**config.mk**
```make
export PLATFORM = sky130hd
export DESIGN_NAME = hit_histogram
export DESIGN_NICKNAME = d
export VERILOG_FILES = /design/src/rtl/hit_histogram.sv
export SDC_FILE = /design/constraint.sdc
export NUM_CORES = 2
export LEC_CHECK = 0
export CAP_MARGIN = 20
export CORE_MARGIN = 3
export CORE_UTILIZATION = 40
export DETAILED_ROUTE_END_ITERATION = 10
export PLACE_DENSITY = 0.57
export SLEW_MARGIN = 5
export SYNTH_ARGS = -nofsm -noshare
export SYNTH_HDL_FRONTEND = slang
export SYNTH_SLANG_ARGS = --single-unit
```
**constraint.sdc**
```tcl
create_clock -name clk -period 9.2 [get_ports clk]
set_input_delay 0.92 -clock clk [delete_from_list [all_inputs] [get_ports clk]]
set_output_delay 0.92 -clock clk [all_outputs]
set_load 0.02 [all_outputs]
```
**src/rtl/hit_histogram.sv**
```systemverilog
// hit_histogram: X/Y projection histograms accumulated per window, frozen and served to the readout stage
module hit_histogram #(
  parameter int WINDOW_CYCLES    = 1000000,
  parameter int HOLD_TIMEOUT     = 1024,
  parameter int RETRY_LOW_CYCLES = 4
) (
  input  logic        clk,
  input  logic        reset,
  input  logic        hit_valid,
  input  logic [6:0]  hit_x,
  input  logic [6:0]  hit_y,
  input  logic [6:0]  read_index_yaxis,
  input  logic [6:0]  read_index_xaxis,
  output logic        start_sending,
  output logic [15:0] data_yaxis,
  output logic [15:0] data_xaxis,
  output logic [15:0] frame_count,
  output logic [15:0] dropped_hits,
  output logic        saturated
);
  typedef enum logic [1:0] {CLEAR, ACCUM, HOLD, RETRY} state_t;
  localparam int WW = $clog2(WINDOW_CYCLES + 1);
  localparam int TW = $clog2(HOLD_TIMEOUT + 1);
  localparam int RW = $clog2(RETRY_LOW_CYCLES + 1);
  localparam logic [WW-1:0] WIN_LAST   = WW'(WINDOW_CYCLES - 1);
  localparam logic [TW-1:0] TO_LIMIT   = TW'(HOLD_TIMEOUT);
  localparam logic [RW-1:0] RETRY_LAST = RW'(RETRY_LOW_CYCLES - 1);
  logic [15:0] x_count_q [128];
  logic [15:0] y_count_q [128];
  state_t state_q, state_d;
  logic [6:0] clear_idx_q, clear_idx_d;
  logic [WW-1:0] win_q, win_d;
  logic [TW-1:0] to_q, to_d;
  logic [RW-1:0] rc_q, rc_d;
  logic seen_top_q, seen_top_d;
  logic start_sending_q, start_sending_d;
  logic [15:0] frame_count_q, frame_count_d;
  logic [15:0] dropped_hits_q, dropped_hits_d;
  logic saturated_q, saturated_d;
  logic [15:0] x_cur, y_cur, x_inc, y_inc, x_wd, y_wd;
  logic [6:0] x_wa, y_wa;
  logic cnt_we;
  assign start_sending = start_sending_q;
  assign frame_count   = frame_count_q;
  assign dropped_hits  = dropped_hits_q;
  assign saturated     = saturated_q;
  assign data_xaxis    = x_count_q[read_index_xaxis];
  assign data_yaxis    = y_count_q[read_index_yaxis];
  // Count write port: CLEAR walks zeros through the arrays, ACCUM does a saturating increment per axis.
  always_comb begin
    x_cur  = x_count_q[hit_x];
    y_cur  = y_count_q[hit_y];
    x_inc  = (x_cur == 16'hFFFF) ? x_cur : x_cur + 16'd1;
    y_inc  = (y_cur == 16'hFFFF) ? y_cur : y_cur + 16'd1;
    cnt_we = (state_q == CLEAR) || (state_q == ACCUM && hit_valid);
    x_wa   = (state_q == CLEAR) ? clear_idx_q : hit_x;
    y_wa   = (state_q == CLEAR) ? clear_idx_q : hit_y;
    x_wd   = (state_q == CLEAR) ? 16'd0 : x_inc;
    y_wd   = (state_q == CLEAR) ? 16'd0 : y_inc;
  end
  // Count arrays carry no reset; CLEAR is what initialises them each frame.
  always_ff @(posedge clk) begin
    if (cnt_we) begin
      x_count_q[x_wa] <= x_wd;
      y_count_q[y_wa] <= y_wd;
    end
  end
  // Frame sequencing: clear, accumulate, hold for readout (with retry pulse), repeat.
  always_comb begin
    state_d         = state_q;
    clear_idx_d     = clear_idx_q;
    win_d           = win_q;
    to_d            = to_q;
    rc_d            = rc_q;
    seen_top_d      = seen_top_q;
    start_sending_d = start_sending_q;
    frame_count_d   = frame_count_q;
    saturated_d     = saturated_q;
    dropped_hits_d  = (hit_valid && state_q != ACCUM && dropped_hits_q != 16'hFFFF) ? dropped_hits_q + 16'd1 : dropped_hits_q;
    case (state_q)
      CLEAR: begin
        clear_idx_d = clear_idx_q + 7'd1;
        if (clear_idx_q == 7'd127) begin
          state_d     = ACCUM;
          win_d       = '0;
          saturated_d = 1'b0;
        end
      end
      ACCUM: begin
        win_d = win_q + WW'(1);
        if (hit_valid && (x_inc == 16'hFFFF || y_inc == 16'hFFFF)) saturated_d = 1'b1;
        if (win_q == WIN_LAST) begin
          state_d         = HOLD;
          win_d           = '0;
          start_sending_d = 1'b1;
          seen_top_d      = 1'b0;
          to_d            = '0;
        end
      end
      HOLD: begin
        to_d = to_q + TW'(1);
        if (read_index_yaxis == 7'd127) seen_top_d = 1'b1;
        if (seen_top_q && read_index_yaxis == 7'd0) begin
          state_d         = CLEAR;
          clear_idx_d     = '0;
          start_sending_d = 1'b0;
          frame_count_d   = frame_count_q + 16'd1;
        end else if (!seen_top_q && to_d == TO_LIMIT) begin
          state_d         = RETRY;
          start_sending_d = 1'b0;
          rc_d            = '0;
        end
      end
      default: begin
        rc_d = rc_q + RW'(1);
        if (rc_q == RETRY_LAST) begin
          state_d         = HOLD;
          start_sending_d = 1'b1;
          to_d            = '0;
        end
      end
    endcase
  end
  // Control and status registers; reset aborts any frame in progress.
  always_ff @(posedge clk or negedge reset) begin
    if (!reset) begin
      state_q         <= CLEAR;
      clear_idx_q     <= '0;
      win_q           <= '0;
      to_q            <= '0;
      rc_q            <= '0;
      seen_top_q      <= 1'b0;
      start_sending_q <= 1'b0;
      frame_count_q   <= '0;
      dropped_hits_q  <= '0;
      saturated_q     <= 1'b0;
    end else begin
      state_q         <= state_d;
      clear_idx_q     <= clear_idx_d;
      win_q           <= win_d;
      to_q            <= to_d;
      rc_q            <= rc_d;
      seen_top_q      <= seen_top_d;
      start_sending_q <= start_sending_d;
      frame_count_q   <= frame_count_d;
      dropped_hits_q  <= dropped_hits_d;
      saturated_q     <= saturated_d;
    end
  end
endmodule

```
After elaboration in Yosys (flattened, before gate mapping)

Memory sizes are Yosys's and may differ from the RTL's.
Index checks and enable logic that the tools add are counted.

Add/sub/neg operators: 8
Equal/unequal tests: 21
Multiplexer cells: 36
Bitwise operators: 2
Reduce and logical (&&, ||, !) cells: 26

Operator list:

| kind                                           | number |
|---|---|
| adder 16 x 1 -> 16 bit (second input constant) | 4 |
| == test 16 bit (second input constant)         | 4 |
| two-way mux 16 bit                             | 4 |
| two-way mux 20 bit                             | 2 |
| one-hot mux 20 bit (2 select lines)            | 1 |
| one-hot mux 11 bit (3 select lines)            | 1 |
| two-way mux 11 bit                             | 2 |
| two-way mux 7 bit                              | 3 |
| adder 20 x 1 -> 20 bit (second input constant) | 1 |
| == test 20 bit (second input constant)         | 1 |
| != test 16 bit (second input constant)         | 1 |
| == test 7 bit (second input constant)          | 2 |
| one-hot mux 7 bit (2 select lines)             | 1 |
| AND reduction 3 bit                            | 4 |
| adder 11 x 1 -> 11 bit (second input constant) | 1 |
| == test 11 bit (second input constant)         | 1 |
| two-way mux 1 bit                              | 10 |
| two-way mux 2 bit                              | 5 |
| != test 2 x 1 -> 1 bit (second input constant) | 4 |
| != test 2 bit (second input constant)          | 4 |
| AND reduction 4 bit                            | 2 |
| adder 7 x 1 -> 7 bit (second input constant)   | 1 |
| zero test 7 bit                                | 1 |
| logical AND 1 bit                              | 6 |
| other kinds (19)                               | 27 |

Register bits: 78
RAM bits: 4096
Bits of input ports: 31
Output and inout bits: 66
Memories: 2

Memories:

| memory    | depth | width | read ports | clocked after memory_dff | write ports | RTL line | text |
|---|---|---|---|---|---|---|---|
| x_count_q | 128   | 16    | 2          | 0                        | 1           | 28       | `logic [15:0] x_count_q [128];` |
| y_count_q | 128   | 16    | 2          | 0                        | 1           | 29       | `logic [15:0] y_count_q [128];` |

Depth between registers and ports, before layout

An unclocked memory read counts as a cell.

Depth in word-level cells: 8
Mapped depth: 23
Mapped depth without buffers: 15

Least setup slack after synthesis

OpenSTA, ideal clock, no wires.

Kind: input to register
Start: input port hit_x[4]
End: memory x_count_q[0][3] (data pin)
Setup time: 1230 ps
Arrival time: 9517 ps
Path slack: -1547 ps
Stages: 18
Cell sequence: buf_2 buf_2 buf_1 clkbuf_1 clkbuf_1 nand3b_1 nor2_1 a2111oi_0 nand2_1 nand2_1 nor2_1 inv_1 ha_1 o31ai_1 or3_1 buf_4 and3_4 a211oi_1

Word-level cells in the longest chain between the ends: 4
Elaborated cells on any way between the ends: 5
Those cells by class: add/sub (1); eq/ne (1); mux (2); memory (1)

RTL lines:

| what                                                            | RTL line | text |
|---|---|---|
| start, declared                                                 | 10       | `input logic [6:0] hit_x,` |
| memory read (128 x 16 bit) (*)                                  | --       |  |
| adder 16 x 1 -> 16 bit / == test 16 bit (equally long branches) | 53       | `x_inc = (x_cur == 16'hFFFF) ? x_cur : x_cur + 16'd1;` |
| two-way mux 16 bit (*)                                          | 53       |  |
| two-way mux 16 bit (*)                                          | 58       | `x_wd = (state_q == CLEAR) ? 16'd0 : x_inc;` |
| named net x_wd[3]                                               | 40       | `logic [15:0] x_cur, y_cur, x_inc, y_inc, x_wd, y_wd;` |
| end, declared                                                   | 28       |  |

The timed path passes the listed nets; every way through them passes the cells marked *.

Worst setup path after layout

Start: input port hit_x[2]
End: memory x_count_q[34][7] (data pin)

Same word-level chain as after synthesis.

==> results_dict.tcl <==
set metrics [dict create \
    netSwitchingPower_mw 12.27 \
    tritoncts "done" \
    root_buffer "clkbuf_16" \
    ys_ff_latch 4174 \
    drt_iter0_drc 13660 \
    overflow 0 \
    finalWirelength_mm 621.6 \
    die_x_um 703.7 \
    endpoint_kind "flip-flop" \
    antenna_found_initial 52 \
    synth_area_sq_um 194700 \
    regArea_sq_um 125000 \
    grt_pass1_vias 105900 \
    max-slew-margin-rel 0.1575 \
    multi_input_area_sq_um 68330 \
    hp-class "in2async" \
    p_leak_nw 67.02 \
    die_area_sq_um 495200 \
    crit_required_ns 9.99 \
    worst_pin_slew_ns 1.229 \
    slew_violations 0 \
    run_status "finished, final reports clean" \
    crit_path_max_fanout 67 \
    skew_ns 0.04619 \
    clockPowerShare 0.378 \
    startpoint_type "primary input" \
    yosysTopAreaCellShare 0.6317 \
    vias 103800 \
    period_share 0.6984 \
    avgSynthCellArea_sq_um 22.10 \
    finalSetupViolations 0 \
    ys_warn_count 0 \
    async_reset_ff_frac 0.01869 \
    synth_commonest_cells "4096 x edfxtp_1, 2542 x mux4_2, 370 x nor2_1" \
    synth_ff_type "edfxtp_1" \
    hpwl_mm 369.3 \
    remaining_drc_errors 0 \
    grt_pass1_wl_mm 862.3 \
    final_core_util 0.4541 \
    place.port_buffers 96 \
    drive_gt1_frac 0.4147 \
    preCtsSetupSlack_ns 1.750 \
    place_area_sq_um 205200 \
    die_y_um 703.7 \
    intPower_mw 34.68 \
    clk_pin_slew_ns 0.06 \
    maxCapViolCount 0 \
    seq_power_share 0.487 \
    vias_per_cell 6.569 \
    yosys.cell_count.top_type "edfxtp_1" \
    rsz0062_at_grt "false" \
    core.rowCount 255 \
    grt_max_degree 129 \
    final_antenna_net_count 0 \
    clock_path_buffers 4 \
    synth.area.top_cells "edfxtp_1 63%, mux4_2 29%, mux2i_1 1.4%" \
    initial_utilization 0.4026 \
    grtUsageTotal 0.2490 \
    synth_nets 8850 \
    synthCells 8809 \
    pin_count 97 \
    yosysUniqueCellTypes 66 \
    power.density_nw_per_um2 213.7 \
    critical_path_class "in2reg" \
    area_growth_pct 12.82 \
    clk_latency_ns 1.04 \
    cts_sinks 4174 \
    switching_share 0.2613 \
    synth_largest_area_cell "edfxtp_1" \
    worst_slack_ns 2.775 \
    p_comb_frac 0.135 \
    layout.nets 9002 \
    wl_per_cell_um 39.32 \
    htreeDepth 5 \
    nFillCells 40120 \
    ys_seq_area_frac 0.6417 \
    hold_viol 0 \
    timing.hold.ws_ns 0.2516 \
    synth_edf_count 4096 \
    cts_made_buffers 439 \
    dr.pass1.iters 6 \
    rrSetupSlack_ns 3.68 \
    period_needed_ns 6.425 \
    worst_ep_arrival_time_ns 7.22 \
    place.gp.congestion 0.8919 \
    fmax_mhz 155.6 \
    core-area_sq_um 483700 \
    stdcell_area_sq_um 219700 \
    vdd_drop_max_uv 214.7 \
    fin_setup_tns_ns 0 \
]
==> worst max-delay path: stages <==
cell,delay [ns]
buf_8,0.57
buf_12,0.46
buf_12,0.30
mux4_2,0.23
mux2i_1,0.11
mux2i_1,0.86
mux4_2,0.40
mux2_2,0.28
nand2b_1,0.24
or3_1,0.45
or3_1,0.55
and3_4,0.31
nand2_1,0.08
xnor2_1,0.10
nor2_4,0.66
buf_4,0.45
==> metrics by stage <==
step	power, mW	std cells
2_1_floorplan	26.80	8809
3_3_place_gp	29.30	14930
3_5_place_dp	29.54	14940
4_1_cts	47.14	15750
5_1_grt	48.27	15790
6_report	46.95	15810
==> power by group through the flow <==
stage	clock network, mW	registers (mW)	logic (mW)
finish	17.8	22.9	6.32
global route	18.8	22.9	6.61
CTS	18.0	22.9	6.26
detailed placement	0	23.3	6.26
global placement	0	23.2	6.05
floorplan	0	23.5	3.31
==> repair_timing <==
item	in CTS	in global routing
setup buffers	0	0
hold buffers	1	0
endpoints found under the hold margin	6	0
resized for setup	0	0
==> area by class of cell <==
class,count,share of cell area
antenna,49,0.0005582
timing repair buffer,381,0.01832
clock inverter,298,0.01245
clock buffer,515,0.05189
inverter,17,0.0002905
tap,6425,0.03660
multi-input combinational,3948,0.3111
sequential,4174,0.5688
==> registers in the layout, summed over array words and instances, names as in the netlist <==
register / flops
seen_top_q: 1
x_count_q: 2048
y_count_q: 2048
dropped_hits: 16
win_q: 20
rc_q: 3
state_q: 2
saturated: 1
clear_idx_q: 7
start_sending: 1
to_q: 11
frame_count: 16
==> layer usage <==
layer / share of wire / GRT usage / vias to the layer above
li1: - / - / 39520
met1: 0.38 / 0.3329 / 57460
met2: 0.48 / 0.4026 / 5648
met3: 0.086 / 0.04750 / 1187
met4: 0.049 / 0.1053 / 26
met5: 0.00026 / 0 / -
==> path summary, 6_finish.rpt <==
kind                       cells past startpoint                          end                        start
setup / recovery                              16   x_count_q[34][7]$_DFFE_PP_                     hit_x[2]
min in group clk                               1  frame_count[15]$_DFFE_PN0P_  frame_count[15]$_DFFE_PN0P_
hold reg to reg                                1  frame_count[15]$_DFFE_PN0P_  frame_count[15]$_DFFE_PN0P_
max in group asynchronous                      3       state_q[0]$_DFFE_PN0P_                        reset
setup reg to reg                              13   x_count_q[34][7]$_DFFE_PP_   x_count_q[69][7]$_DFFE_PP_
hold / removal                                 2   frame_count[6]$_DFFE_PN0P_                        reset
==> placed cells by master, fill, tap and decap left out, types with 12 or more instances in the layout <==
cell type / n
a21oi_1: 39
xnor2_1: 31
nand2_1: 152
nand2b_1: 18
dfrtp_1: 78
nor2_1: 88
mux2i_1: 281
o21ai_0: 54
buf_4: 219
buf_12: 64
nor4_1: 15
inv_1: 17
nand3_1: 60
clkbuf_1: 70
o22ai_1: 24
nor2_2: 49
nand4_1: 22
xor2_1: 36
clkbuf_16: 445
clkdlybuf4s50_1: 71
clkinv_1: 104
and3_1: 18
nor3_1: 18
or2_2: 13
nor2_4: 233
clkinv_2: 99
diode_2: 49
buf_8: 12
clkinvlp_4: 25
a22oi_1: 38
and2_1: 12
mux2_2: 65
bufinv_16: 42
edfxtp_1: 4096
mux4_2: 2542
nor2b_1: 16
==> logic make-up after synthesis <==
family	count (synthesis)	share of synthesized area
multiplexers	2888	0.3122
buffers and inverters	687	0.01746
AND/OR/NAND/NOR	755	0.01735
flip-flops	4174	0.6417
adder cells (fa/ha/maj)	10	0.0006426
AO/OA/AOI/OAI	228	0.007576
XOR/XNOR	67	0.003014
Power figures use the tool's default switching activity.
